===== config.mk =====
export PLATFORM = sky130hd
export DESIGN_NAME = c7bcsr_tctl
export DESIGN_NICKNAME = d
export VERILOG_FILES = /design/src/rtl/c7bcsr_tctl.sv
export SDC_FILE = /design/constraint.sdc
export NUM_CORES = 1
export LEC_CHECK = 0
export CAP_MARGIN = 15
export CORE_MARGIN = 2
export CORE_UTILIZATION = 32
export CTS_BUF_LIST = sky130_fd_sc_hd__clkbuf_16
export DETAILED_ROUTE_END_ITERATION = 6
export PLACE_DENSITY_LB_ADDON = 0.3
export SETUP_SLACK_MARGIN = 0.3
export SLEW_MARGIN = 20
export SYNTH_ARGS = -nofsm -noshare
export SYNTH_HDL_FRONTEND = slang
export SYNTH_SLANG_ARGS = --single-unit

===== constraint.sdc =====
create_clock -name clk -period 2.8 [get_ports clk]
set_input_delay 0.56 -clock clk [delete_from_list [all_inputs] [get_ports clk]]
set_output_delay 0.56 -clock clk [all_outputs]
set_load 0.01 [all_outputs]

===== src/rtl/c7bcsr_tctl.sv =====
// CSR-side control for the timer: holds TCFG, strobes the timer core on every
// TCFG write, and turns expiry pulses into a sticky pending bit plus interrupt request.
//
// state | meaning
// ------+----------------------------------------------------------
// IDLE  | timer disabled, or one-shot already expired
// ARM   | init strobe cycle, counter is being loaded
// RUN   | enabled and armed, expiry pulses are accepted
module c7bcsr_tctl #(
    parameter int          TIMER_BIT  = 30,
    parameter logic [13:0] TCFG_ADDR  = 14'h041,
    parameter logic [13:0] TVAL_ADDR  = 14'h042,
    parameter logic [13:0] TICLR_ADDR = 14'h044
) (
    input  logic                   clk,
    input  logic                   resetn,
    input  logic                   csr_we,
    input  logic [13:0]            csr_waddr,
    input  logic [31:0]            csr_wdata,
    input  logic [13:0]            csr_raddr,
    output logic [31:0]            csr_rdata,
    output logic                   csr_rhit,
    output logic                   timer_init,
    output logic                   timer_en,
    output logic                   timer_periodic,
    output logic [TIMER_BIT-1:0]   timer_initval,
    input  logic [TIMER_BIT+1:0]   timer_val,
    input  logic                   timer_intr,
    input  logic                   lie_ti,
    output logic                   ti_pending,
    output logic                   ti_ovf,
    output logic                   irq_ti
);

    typedef enum logic [1:0] {
        S_IDLE = 2'd0,
        S_ARM  = 2'd1,
        S_RUN  = 2'd2
    } state_t;

    state_t state;
    state_t state_nxt;

    logic tcfg_we;
    logic ticlr_we;
    logic ti_accept;
    logic ti_clr;
    logic ovf_clr;

    assign tcfg_we  = csr_we && (csr_waddr == TCFG_ADDR);
    assign ticlr_we = csr_we && (csr_waddr == TICLR_ADDR);
    assign ti_clr   = ticlr_we && csr_wdata[0];
    assign ovf_clr  = ticlr_we && csr_wdata[1];

    always_ff @(posedge clk) begin
        if (!resetn) begin
            state <= S_IDLE;
        end else begin
            state <= state_nxt;
        end
    end

    // A TCFG write overrides everything else, including an expiry in the same cycle.
    always_comb begin
        state_nxt = state;
        if (tcfg_we) begin
            state_nxt = csr_wdata[0] ? S_ARM : S_IDLE;
        end else begin
            case (state)
                S_ARM:   state_nxt = S_RUN;
                S_RUN:   if (timer_intr && !timer_periodic) state_nxt = S_IDLE;
                default: state_nxt = state;
            endcase
        end
    end

    always_comb begin
        ti_accept = 1'b0;
        if (state == S_RUN) begin
            ti_accept = timer_intr;
        end
    end

    always_ff @(posedge clk) begin
        if (!resetn) begin
            timer_en       <= 1'b0;
            timer_periodic <= 1'b0;
            timer_initval  <= '0;
            timer_init     <= 1'b0;
        end else begin
            timer_init <= tcfg_we;
            if (tcfg_we) begin
                timer_en       <= csr_wdata[0];
                timer_periodic <= csr_wdata[1];
                timer_initval  <= csr_wdata[TIMER_BIT+1:2];
            end
        end
    end

    // Setting wins over clearing so an expiry racing a clear is never lost.
    always_ff @(posedge clk) begin
        if (!resetn) begin
            ti_pending <= 1'b0;
            ti_ovf     <= 1'b0;
            irq_ti     <= 1'b0;
        end else begin
            irq_ti <= ti_pending & lie_ti;
            if (ti_accept) begin
                ti_pending <= 1'b1;
            end else if (ti_clr) begin
                ti_pending <= 1'b0;
            end
            if (ti_accept && ti_pending && !ti_clr) begin
                ti_ovf <= 1'b1;
            end else if (ovf_clr) begin
                ti_ovf <= 1'b0;
            end
        end
    end

    always_comb begin
        csr_rdata = 32'h0;
        csr_rhit  = 1'b0;
        case (csr_raddr)
            TCFG_ADDR: begin
                csr_rdata = 32'({timer_initval, timer_periodic, timer_en});
                csr_rhit  = 1'b1;
            end
            TVAL_ADDR: begin
                csr_rdata = 32'(timer_val);
                csr_rhit  = 1'b1;
            end
            TICLR_ADDR: begin
                csr_rdata = {30'b0, ti_ovf, 1'b0};
                csr_rhit  = 1'b1;
            end
            default: begin
                csr_rdata = 32'h0;
                csr_rhit  = 1'b0;
            end
        endcase
    end

endmodule


==> metrics.csv, run 1 <==
metric;value;unit
status;complete, no violations;
share of layout cells above drive strength 1;23.5;%
CP Capture Type;primary output;
reg2reg path depth;3;
post-DP HPWL;4780;microns
# Max-Cap Violations;0;
initial core utilization;33.3;%
ys async rst share;0;%
Setup CP Type;in2out;
initial antenna violation count;0;
WP data arrival;2030;ps
Hold WC Path Type;reg2reg;
reg-to-reg setup timing slack;1980;ps
die height;77.2;microns
placed cell area;3440;sq um
ANT cells;0;
Hold EP;timer_initval[23];
fin crit period;2590;ps
first-pass GRT wire length;10400;microns
die area;5960;sq um
Synth top area share;44.4;%
DRC viols;0;
Distinct cells, synth;29;
Clock transition at path regs;50;ps
cell taking the most area after synthesis;dfxtp_1;
Mean Syn Cell Area;11.1;sq um
count leader, synth;a22o_1;
Final Non-Filler Cells;406;
fin util;71.3;%
Max H-tree Level;2;
number of synthesized flops with an enable pin;0;
CORE AREA;5140;sq um
Syn-to-layout area delta;114;%
Layout Nets;432;
Synth top cells by count;63 x a22o_1, 38 x dfxtp_1, 7 x buf_6, 6 x buf_2;
Post-Syn Area;1710;sq um
Tcrit/Tclk final;92.6;%
Fin Hold WS;506;ps
VDD IR max;0.352;mV
gpl congestion;0.724;
Crit Path Max Fanout;4;
residual overflow from global routing;0;
Setup Skew;0.594;ps
Pre-Repair DR Iteration Count;4;
Seq/Total Area, Yosys;44.4;%
hold_buf cts;0;
top_reg_cell synth;dfxtp_1;
final instance area;3670;sq um
slowest stage delay, CP;270;ps
Reg2Reg Launch Point;state[0];
placed insts;388;
CP max stage cell;nor4_4;
clock latency on the worst-skew pair;270;ps
final hold vios;0;
Multi-input gate area;863;sq um
largest net degree at the start of global routing;21;
I/O Buffers;165;
flip-flop and latch area;761;sq um
synth top area cells;dfxtp_1 44%, a22o_1 32%, buf_6 4.6%, buf_2 1.8%, nor4b_2 1.8%;
WL final;6360;microns
Rel. slew slack;79.3;%
Root Buffer;clkbuf_16;
Slew @ Worst Pin;306;ps
Pleak;1.55;nW
Die W;77.2;microns
Max clock buf depth;2;
WL/cell;15.7;microns
pwr dens;390;nW/um^2
fill cell count;419;
gate family responsible for the most delay along the worst path;buffers and inverters;
CTS tree;yes;
WP buf/inv;6;
YS warnings;0;
type of origin of the critical path;input pin;
Top cell by count, worst path;buf_6;
total CTS buffers;5;
number of global-route vias before repair;2115;
Worst R2R End;ti_ovf;
hold path start;timer_initval[23];
Mapped Nets;251;
Worst EP required;2240;ps
GRT Total Usage;21.4;%
FF+latch count, synth;38;
RSZ-0062 raised after global routing;true;
vias;2026;
setup_tns;0;ps
# rows;26;
FMAX;0.386;GHz
Ports;166;
clk sinks;38;
DRT antenna net count;0;
DRT iter0 DRCs;70;
critical-path cell list;buf_6 > nor4_4 > nand3_2 > nor4b_4 > buf_4 > buf_6 > buf_12 > buf_16 > a22o_1 > buf_2;
hold path cells;1;
Syn Inst Count;154;
final count of negative-setup-slack endpoints;0;
vias per cell;4.99;
max-slew violation count;0;
==> placed cells by master (no fill, tap or decap), types with 2 or more instances in the layout <==
cell type / count
buf_2: 31
bufinv_16: 2
nand2b_1: 2
inv_1: 3
nand4_1: 2
a21oi_1: 2
nand2_1: 3
nor2_2: 2
nor2_1: 2
a22o_1: 63
nor4bb_1: 2
o21ai_0: 2
nand3b_1: 2
nor4b_4: 2
buf_4: 13
dfxtp_1: 38
dlygate4sd2_1: 3
dlymetal6s2s_1: 2
clkdlybuf4s15_1: 3
buf_16: 2
buf_8: 2
buf_6: 10
clkbuf_16: 5
clkdlybuf4s50_1: 118
==> metal layers <==
metal  vias up  track usage, %  share of wire [%]
met1       934            25.6                 42
met3         2            6.35                9.1
li1        976               -                  -
met4         0            4.46               0.49
met5         -               0                  0
met2       114            37.7                 49
==> how the worst max path moves through the flow <==
stage	end	slack, ps	from	cells after the start
finish	csr_rdata[4]	210	csr_raddr[9]	10
global route	csr_rdata[4]	90	csr_raddr[8]	10
CTS	csr_rdata[6]	150	csr_raddr[9]	10
detailed placement	csr_rdata[31]	-480	csr_raddr[5]	7
global placement	csr_rdata[7]	-440	csr_raddr[8]	7
floorplan	csr_rdata[0]	560	csr_raddr[5]	5
==> stage by stage <==
step | total power, mW | setup WS (ps)
6_report | 1.43 | 208
5_1_grt | 1.48 | 87.8
4_1_cts | 1.44 | 154
3_5_place_dp | 0.719 | -482
3_3_place_gp | 0.716 | -440
2_1_floorplan | 0.575 | 559
==> where the power goes <==
| group | internal [mW] | switching [mW] | total, mW |
|---|---|---|---|
| Combinational | 0.125 | 0.0413 | 0.166 |
| Sequential | 0.541 | 0.0000117 | 0.541 |
| Clock | 0.511 | 0.211 | 0.723 |
| Total | 1.18 | 0.253 | 1.43 |
==> sequential cells by signal, indices dropped and copies added, names as in the netlist <==
signal          cells
ti_ovf              1
timer_initval      30
timer_periodic      1
irq_ti              1
state               2
timer_init          1
timer_en            1
ti_pending          1
==> final cells by class <==
class	instances	area share, %
inverters	3	0.307
well taps	70	2.39
multi-input cells	100	23.5
repair buffers	187	47.7
clock inverters	3	1.88
flip-flops and latches	38	20.8
clock buffers	5	3.41
==> cells by family (layout without fill, tap and decap cells) <==
group / after synthesis / after routing / synth area share, %
AO/OA/AOI/OAI: 71 / 71 / 35.3
flip-flops: 38 / 38 / 44.4
AND/OR/NAND/NOR: 28 / 28 / 12.8
buffers and inverters: 16 / 198 / 7.01
XOR/XNOR: 1 / 1 / 0.511
==> repair_timing <==
| item | CTS | global route |
|---|---|---|
| gates cloned | 3 | 0 |
| gates resized for setup | 178 | 9 |
| buffers inserted | 7 | 0 |
| setup endpoints to repair | 33 | 32 |
| pin swaps | 36 | 7 |
Power figures use the tool's default switching activity.
==> inputs of run 2 (changes only) <==
- CTS_CLUSTER_SIZE: not set -> 14
- HOLD_SLACK_MARGIN: not set -> 0.06
==> results of run 2 <==
Final layout, timing and power as in run 1 (identical DEF).
==> inputs of run 3 (changes only) <==
- SKIP_LAST_GASP: not set -> 1
==> results of run 3 <==
Final layout, timing and power as in run 1 (identical DEF).
